$ cat src/rtl/router_pkg.sv
// Shared constants and entry layout for the router datapath.
package router_pkg;

    localparam int unsigned DATA_WIDTH         = 8;
    localparam int unsigned FIFO_DEPTH         = 16;
    localparam int unsigned HDR_LEN_MSB        = 7;
    localparam int unsigned HDR_LEN_LSB        = 2;
    localparam int unsigned HDR_ADDR_MSB       = 1;
    localparam int unsigned HDR_ADDR_LSB       = 0;
    localparam int unsigned SOFT_RESET_TIMEOUT = 30;

    typedef struct packed {
        logic                  lfd;
        logic [DATA_WIDTH-1:0] data;
    } fifo_entry_t;

endpackage

$ cat src/rtl/router_fifo_mem.sv
// Entry storage for router_fifo: synchronous write, combinational read, no reset.
module router_fifo_mem
    import router_pkg::*;
#(
    parameter int unsigned DEPTH      = FIFO_DEPTH,
    parameter int unsigned ADDR_WIDTH = $clog2(DEPTH)
) (
    input  logic                  clk,
    input  logic                  wr_en,
    input  logic [ADDR_WIDTH-1:0] wr_addr,
    input  fifo_entry_t           wr_data,
    input  logic [ADDR_WIDTH-1:0] rd_addr,
    output fifo_entry_t           rd_data
);

    fifo_entry_t mem [DEPTH];

    always_ff @(posedge clk) begin
        if (wr_en) begin
            mem[wr_addr] <= wr_data;
        end
    end

    assign rd_data = mem[rd_addr];

endmodule

$ cat src/rtl/router_fifo.sv
// Per-port output buffer of the 1x4 router; tags headers and tracks packet
// boundaries on the read side.
module router_fifo
    import router_pkg::*;
#(
    parameter int unsigned DATA_WIDTH = router_pkg::DATA_WIDTH,
    parameter int unsigned DEPTH      = router_pkg::FIFO_DEPTH,
    parameter int unsigned ADDR_WIDTH = $clog2(DEPTH)
) (
    input  logic                  clk,
    input  logic                  reset,
    input  logic                  soft_reset,
    input  logic                  write_enb,
    input  logic                  read_enb,
    input  logic                  lfd_state,
    input  logic [DATA_WIDTH-1:0] data_in,
    output logic [DATA_WIDTH-1:0] data_out,
    output logic                  full,
    output logic                  empty,
    output logic                  pkt_busy
);

    localparam int unsigned CNT_W = ADDR_WIDTH + 1;
    localparam int unsigned REM_W = 7;

    logic [ADDR_WIDTH-1:0] wr_ptr;
    logic [ADDR_WIDTH-1:0] rd_ptr;
    logic [CNT_W-1:0]      occupancy;
    logic [REM_W-1:0]      rem_cnt;
    logic                  flush;
    logic                  wr_acc;
    logic                  rd_acc;
    fifo_entry_t           wr_entry;
    fifo_entry_t           rd_entry;

    assign full     = (occupancy == CNT_W'(DEPTH));
    assign empty    = (occupancy == '0);
    assign pkt_busy = (rem_cnt != '0);

    assign flush    = reset || soft_reset;
    assign wr_acc   = write_enb && !full;
    assign rd_acc   = read_enb && !empty;

    assign wr_entry.lfd  = lfd_state;
    assign wr_entry.data = data_in;

    // Writes in a flush cycle are discarded so memory stays untouched.
    router_fifo_mem #(
        .DEPTH      (DEPTH),
        .ADDR_WIDTH (ADDR_WIDTH)
    ) u_mem (
        .clk     (clk),
        .wr_en   (wr_acc && !flush),
        .wr_addr (wr_ptr),
        .wr_data (wr_entry),
        .rd_addr (rd_ptr),
        .rd_data (rd_entry)
    );

    always_ff @(posedge clk) begin
        if (flush) begin
            wr_ptr    <= '0;
            rd_ptr    <= '0;
            occupancy <= '0;
            rem_cnt   <= '0;
            data_out  <= '0;
        end else begin
            if (wr_acc) begin
                wr_ptr <= wr_ptr + ADDR_WIDTH'(1);
            end
            if (rd_acc) begin
                rd_ptr   <= rd_ptr + ADDR_WIDTH'(1);
                data_out <= rd_entry.data;
                // Header reload covers payload length plus the trailing parity byte.
                if (rd_entry.lfd) begin
                    rem_cnt <= REM_W'(rd_entry.data[HDR_LEN_MSB:HDR_LEN_LSB]) + REM_W'(1);
                end else if (rem_cnt != '0) begin
                    rem_cnt <= rem_cnt - REM_W'(1);
                end
            end
            case ({wr_acc, rd_acc})
                2'b10:   occupancy <= occupancy + CNT_W'(1);
                2'b01:   occupancy <= occupancy - CNT_W'(1);
                default: occupancy <= occupancy;
            endcase
        end
    end

endmodule

$ cat config.mk
export PLATFORM = sky130hd
export DESIGN_NAME = router_fifo
export DESIGN_NICKNAME = d
export VERILOG_FILES = /design/src/rtl/router_pkg.sv /design/src/rtl/router_fifo_mem.sv /design/src/rtl/router_fifo.sv
export SDC_FILE = /design/constraint.sdc
export NUM_CORES = 1
export LEC_CHECK = 0
export ABC_CLOCK_PERIOD_IN_PS = 7720
export BUFFER_PORTS_ARGS = -buffer_cell sky130_fd_sc_hd__buf_2
export CAP_MARGIN = 20
export CORE_UTILIZATION = 40
export DETAILED_ROUTE_END_ITERATION = 16
export PLACE_DENSITY = 0.55
export SETUP_SLACK_MARGIN = 0.5
export SYNTH_ARGS = -nofsm -noshare
export SYNTH_HDL_FRONTEND = slang
export SYNTH_SLANG_ARGS = --single-unit
$ cat constraint.sdc
create_clock -name clk -period 7.72 [get_ports clk]
set_clock_uncertainty 0.2 [all_clocks]
set_input_delay 0.386 -clock clk [delete_from_list [all_inputs] [get_ports clk]]
set_output_delay 0.386 -clock clk [all_outputs]
set_load 0.01 [all_outputs]
# Word level (Yosys, flattened, before mapping)

Memories as Yosys holds them, arrays and structs flattened. A register that Yosys moved wholly into a read port is not among the register bits.
Index checks and enable logic that the tools add are counted.
Widths: inputs -> output; s select.

Flip-flop bits (word level): 28
Memory bits (writable): 144
Output and inout bits: 11
Logic and storage cells: 34
Memories: 1

Memories:

| memory    | words | bits a word | read ports | clocked after Yosys merged registers in | write ports | line                  | source |
|---|---|---|---|---|---|---|---|
| u_mem.mem | 16    | 9           | 1          | 1                                       | 1           | router_fifo_mem.sv:16 | `fifo_entry_t mem [DEPTH];` |

Add/subtract/negate cells: 6
Eq/ne operators: 3
Muxes and demuxes: 7
Reduce and logical (&&, ||, !) cells: 12

Operators by type and width:

| cell                | count |
|---|---|
| $mux 7              | 2 |
| $pmux 5 s2          | 1 |
| $add 4x1->4 const B | 2 |
| $mux 4              | 2 |
| $add 6x1->7 const B | 1 |
| $reduce_bool 7->1   | 1 |
| $sub 7x1->7 const B | 1 |
| $add 5x1->5 const B | 1 |
| $eq 5x5->1 const B  | 1 |
| $logic_not 5->1     | 1 |
| $sub 5x1->5 const B | 1 |
| $reduce_bool 2->1   | 2 |
| $logic_and 1x1->1   | 3 |
| $logic_not 1->1     | 3 |
| $eq 2x1->1 const B  | 1 |
| $eq 2x2->1 const B  | 1 |
| $mux 1              | 2 |
| $reduce_and 2->1    | 1 |
| $logic_or 1x1->1    | 1 |

# Longest topological paths before layout

Depth in word-level cells: 6
Depth in mapped cells: 13

# Hierarchy

From an unflattened synthesis, not the netlist that was laid out.

Cells, all modules: 427
Area, all modules: 7075.5 sq um

Modules (own cells, without submodules):

| module          | instances | cells an instance | area an instance (sq um) | seq. area each (sq um) |
|---|---|---|---|---|
| router_fifo_mem | 1         | 245               | 5600.4                   | 4324.1 |
| router_fifo     | 1         | 182               | 1475.2                   | 560.5 |

# Worst setup path after synthesis

No wires, ideal clock.

Path kind: register to register
From: reg occupancy[0]
To: reg occupancy[4]
Arrival time: 3.110 ns
Required time: 7.449 ns
Path slack: 4.339 ns
Stages on the path, launching flop included: 12
Path buffers: 1
Period minus slack after synthesis: 3.381 ns
Cells stage by stage: dfxtp_1 or4_1 o21ai_1 inv_2 clkbuf_1 ha_1 fa_1 a21o_1 a21oi_1 xor2_1 or3_1 a21oi_1

Word-level cells in the longest chain between the ends: 5
Elaborated cells between the ends (all ways): 12
Those cells by class: add/sub: 2; eq/ne: 3; mux: 1; reduce/logical: 6

RTL lines:

| element                                         | line              | source |
|---|---|---|
| start: declaration                              | router_fifo.sv:28 | `logic [CNT_W-1:0] occupancy;` |
| start signal: assignment                        | router_fifo.sv:82 | `2'b10: occupancy <= occupancy + CNT_W'(1);` |
| start signal: assignment                        | router_fifo.sv:83 | `2'b01: occupancy <= occupancy - CNT_W'(1);` |
| start signal: assignment                        | router_fifo.sv:84 | `default: occupancy <= occupancy;` |
| $logic_not 5->1 (*)                             | router_fifo.sv:37 | `assign empty = (occupancy == '0);` |
| $logic_not 1->1 (*)                             | router_fifo.sv:42 | `assign rd_acc = read_enb && !empty;` |
| $logic_and 1x1->1 (*)                           | router_fifo.sv:42 |  |
| net rd_acc                                      | router_fifo.sv:32 | `logic rd_acc;` |
| $eq 2x1->1 or $eq 2x2->1 (tied branches)        | router_fifo.sv:81 | `case ({wr_acc, rd_acc})` |
| $pmux 5 s2 or $reduce_bool 2->1 (tied branches) | --                |  |

The timed path passes the listed nets; every way through them passes the cells marked *.
A chain may end at the register's enable or synchronous reset.

# Final worst setup path

From: reg occupancy[0]
To: reg occupancy[4]

Word-level cells in the longest chain between the ends: 5
Elaborated cells between the ends (all ways): 12
Those cells by class: add/sub: 2; eq/ne: 3; mux: 1; reduce/logical: 6

RTL lines:

| element                                         | line |
|---|---|
| $eq 5x5->1 or $logic_not 5->1 (tied branches)   | router_fifo.sv:36, router_fifo.sv:37 |
| $logic_not 1->1 (on tied branches)              | router_fifo.sv:41, router_fifo.sv:42 |
| $logic_and 1x1->1 (on tied branches)            | router_fifo.sv:41, router_fifo.sv:42 |
| $eq 2x1->1 or $eq 2x2->1 (tied branches)        | router_fifo.sv:81 |
| $pmux 5 s2 or $reduce_bool 2->1 (tied branches) | -- |

Several ways; a longest one is shown, not always the timed one.

==> run_summary.xml <==
<?xml version="1.0" encoding="UTF-8"?>
<metrics>
  <group name="clock_tree">
    <metric name="cts.sink_count" unit="">176</metric>
    <metric name="cts_post_setup_buffers_inserted" unit="">0</metric>
    <metric name="clock_buffers_created_by_tritoncts" unit="">17</metric>
    <metric name="post_cts_resize_count" unit="">0</metric>
    <metric name="cts_hold_repair.buffers" unit="">0</metric>
    <metric name="clock_tree.root_cell" unit="">sky130_fd_sc_hd__clkbuf_16</metric>
    <metric name="clkLatencyLatePin" unit="ns">0.43</metric>
    <metric name="htree_num_levels" unit="">4</metric>
    <metric name="clk_pin_slew" unit="ns">0.06</metric>
    <metric name="cts.path.max_buffers" unit="">2</metric>
    <metric name="cts_tree" unit="">done</metric>
  </group>
  <group name="timing">
    <metric name="period_needed" unit="ns">3.362</metric>
    <metric name="hold_ws" unit="ns">0.1076</metric>
    <metric name="setup_tns" unit="ns">0</metric>
    <metric name="hold_violations_final" unit="">0</metric>
    <metric name="timing_max_transition_violations_final" unit="">0</metric>
    <metric name="rsz_0062_raised_after_global_routing" unit="">no</metric>
    <metric name="final-setup-viol-count" unit="">0</metric>
    <metric name="max_slew.worst_pin.slew" unit="ns">0.7974</metric>
    <metric name="timing.max_slew.rel_slack" unit="%">46.73</metric>
    <metric name="finalCritPeriodShare" unit="%">43.54</metric>
    <metric name="achievable-frequency" unit="MHz">297.5</metric>
  </group>
  <group name="cells_and_area">
    <metric name="final_net_count" unit="">495</metric>
    <metric name="final_core_util" unit="%">46.75</metric>
    <metric name="finalNonFillerCells" unit="">706</metric>
    <metric name="fraction_of_layout_instances_using_a_drive_strength_above_1" unit="%">24.32</metric>
    <metric name="n_diodes" unit="">0</metric>
    <metric name="area_growth_syn_to_layout" unit="%">14.53</metric>
  </group>
  <group name="synthesis">
    <metric name="synthFlopType" unit="">sky130_fd_sc_hd__edfxtp_1</metric>
    <metric name="synth_xor_xnor_area_share" unit="%">1.613</metric>
    <metric name="synth_cells" unit="">425</metric>
    <metric name="synth_most_common_cell" unit="">sky130_fd_sc_hd__edfxtp_1</metric>
    <metric name="yosys-mux-area-fraction" unit="%">12.26</metric>
    <metric name="mappedNetlistArea" unit="um2">7061</metric>
    <metric name="synth_top_area_share" unit="%">61.24</metric>
    <metric name="synth.cells.most_frequent" unit="">sky130_fd_sc_hd__edfxtp_1 (144), sky130_fd_sc_hd__nor2_1 (42), sky130_fd_sc_hd__mux4_2 (38)</metric>
    <metric name="synthesis.nets" unit="">451</metric>
    <metric name="avg_cell_area_syn" unit="um2">16.61</metric>
    <metric name="synthTopCellsByArea" unit="">sky130_fd_sc_hd__edfxtp_1 (61%), sky130_fd_sc_hd__mux4_2 (12%), sky130_fd_sc_hd__dfxtp_1 (9.1%)</metric>
    <metric name="ys_async_sr_fraction" unit="%">0</metric>
    <metric name="top_cell_type_by_total_area_after_synthesis" unit="">sky130_fd_sc_hd__edfxtp_1</metric>
    <metric name="ys_seq_elements" unit="">176</metric>
    <metric name="synth-seq-area-share" unit="%">70.32</metric>
    <metric name="synth_edf_count" unit="">144</metric>
    <metric name="synth_fa_ha_area_share" unit="%">2.233</metric>
    <metric name="synth-simple-area-share" unit="%">6.415</metric>
    <metric name="synth_compound_area_share" unit="%">5.192</metric>
    <metric name="yosys_warnings" unit="">0</metric>
    <metric name="synth.distinct_cells" unit="">44</metric>
    <metric name="combinational_family_with_the_most_area_after_synthesis" unit="">multiplexers</metric>
  </group>
  <group name="job">
    <metric name="maxCapViolations" unit="">0</metric>
  </group>
  <group name="routing">
    <metric name="wl_per_cell" unit="um">20.68</metric>
    <metric name="drt_iter0_drc" unit="">367</metric>
    <metric name="detail_route.first_pass.iterations" unit="">5</metric>
    <metric name="drt_wl_total" unit="um">14600</metric>
    <metric name="drc" unit="">0</metric>
    <metric name="antenna_violating_nets_post_route" unit="">0</metric>
    <metric name="vias" unit="">3761</metric>
    <metric name="routed_via_density" unit="">5.327</metric>
  </group>
  <group name="placed_design">
    <metric name="placed_cells" unit="">674</metric>
    <metric name="final_wtd_congestion" unit="">0.8275</metric>
    <metric name="hpwl" unit="um">9039</metric>
    <metric name="buffer_ports.inserted" unit="">24</metric>
  </group>
  <group name="global_route">
    <metric name="number_of_antenna_violations_at_the_first_check_in_global_routing" unit="">0</metric>
    <metric name="grt_pass1_vias" unit="">3797</metric>
    <metric name="grt_first_pass_wirelength" unit="um">22570</metric>
    <metric name="globalRoute.totalOverflow" unit="">0</metric>
    <metric name="grt_use_total" unit="%">17.70</metric>
    <metric name="grt_max_degree" unit="">37</metric>
  </group>
  <group name="run_status">
    <metric name="outcome" unit="">complete, no violations</metric>
  </group>
  <group name="setup_path">
    <metric name="worst_setup_path_start_kind" unit="">flip-flop</metric>
    <metric name="critical_path.endpoint_type" unit="">flip-flop</metric>
    <metric name="worst_ep_required_time" unit="ns">7.88</metric>
    <metric name="kind_of_critical_path" unit="">reg -&gt; reg</metric>
    <metric name="cp.arrival" unit="ns">3.52</metric>
    <metric name="crit_path_max_fanout" unit="">17</metric>
  </group>
  <group name="power_and_ir_drop">
    <metric name="report.power.total" unit="mW">1.924</metric>
    <metric name="power_per_cell_area" unit="nW/um2">238.0</metric>
    <metric name="worst_ir_drop_vdd" unit="mV">0.1338</metric>
    <metric name="cellLeakagePower" unit="nW">2.694</metric>
  </group>
  <group name="die">
    <metric name="die_area" unit="um2">18190</metric>
    <metric name="die_x" unit="um">134.9</metric>
    <metric name="dieHeight" unit="um">134.9</metric>
    <metric name="design.portCount" unit="">25</metric>
    <metric name="std_cell_rows" unit="">48</metric>
    <metric name="initial_cell_density_of_the_core" unit="%">40.82</metric>
    <metric name="design.core.area" unit="um2">17300</metric>
  </group>
  <group name="hold_path">
    <metric name="worstHoldPathType" unit="">in -&gt; reg</metric>
  </group>
</metrics>
## per-layer routing
layer | track usage, % | up-vias | share of wire [%]
met5 | 0 | - | 0
met4 | 5.556 | 0 | 0.91
met3 | 5.330 | 9 | 5.6
met2 | 27.38 | 91 | 48
met1 | 24.03 | 1918 | 45
li1 | - | 1743 | -
## placed cells by master (no fill, tap or decap), types with 10 or more instances in the layout
master and count:
sky130_fd_sc_hd__a22oi_1 12, sky130_fd_sc_hd__clkbuf_16 17, sky130_fd_sc_hd__dfxtp_1 31, sky130_fd_sc_hd__buf_4 16
sky130_fd_sc_hd__buf_2 24, sky130_fd_sc_hd__nand2_1 30, sky130_fd_sc_hd__edfxtp_1 144, sky130_fd_sc_hd__nor2_1 42
sky130_fd_sc_hd__a21oi_1 20, sky130_fd_sc_hd__ha_1 11, sky130_fd_sc_hd__xor2_1 10, sky130_fd_sc_hd__mux4_2 38
## sequential cells by signal, summed over array words and instances (netlist names), named ones only
signal     flops
data_out       8
rd_ptr         4
u_mem.mem    144
occupancy      5
wr_ptr         4
rem_cnt        7
## critical path, cell delays in order (launching register included)
cell                      delay, ns
sky130_fd_sc_hd__dfxtp_1       0.36
sky130_fd_sc_hd__or4_1         0.56
sky130_fd_sc_hd__o21ai_1       0.14
sky130_fd_sc_hd__buf_4         0.23
sky130_fd_sc_hd__inv_2         0.16
sky130_fd_sc_hd__ha_1          0.30
sky130_fd_sc_hd__fa_1          0.43
sky130_fd_sc_hd__a21o_1        0.20
sky130_fd_sc_hd__a21oi_1       0.18
sky130_fd_sc_hd__xor2_1        0.09
sky130_fd_sc_hd__or3_1         0.31
sky130_fd_sc_hd__a21oi_1       0.13
## path summary, 6_finish.rpt
check | slack (ns) | startpoint | cells after the start | endpoint
max | 4.36 | occupancy[0] | 11 | occupancy[4]
min | 0.11 | reset | 4 | rem_cnt[4]
max reg2reg | 4.36 | occupancy[0] | 11 | occupancy[4]
min reg2reg | 0.26 | data_out[6] | 2 | data_out[6]
## stage by stage
step | worst slack [ns] | area [um2]
after global placement | 4.426 | 7475
after global routing | 4.135 | 8087
after CTS | 4.360 | 8079
after floorplan | 4.339 | 7061
after detailed placement | 4.381 | 7508
final | 4.358 | 8087
## where the power goes
part / total, mW / switching, mW / internal [mW] / leakage [nW]
clock network: 0.823 / 0.348 / 0.476 / 0.281
registers: 1.03 / 0.00298 / 1.03 / 1.55
logic: 0.0683 / 0.0438 / 0.0245 / 0.859
total: 1.92 / 0.394 / 1.53 / 2.69
## layout make-up
class,count,area (um2)
clock buffer,18,429.2
clock inverter,13,141.4
fill,1492,9210
inverter,10,37.54
multi-input combinational,221,1957
sequential,176,4966
tap,225,281.5
timing repair buffer,43,274.0
## cells by family (layout without fill, tap and decap cells)
kind of cell	Yosys count	after routing
AOI/OAI and AO/OA	55	55
xor gates and xnor gates	13	13
adders and majority gates	12	12
buffers and inverters	28	84
DFF	176	176
muxes	39	39
and+or+nand+nor	102	102
No activity file was read; power rests on OpenSTA's default activity.
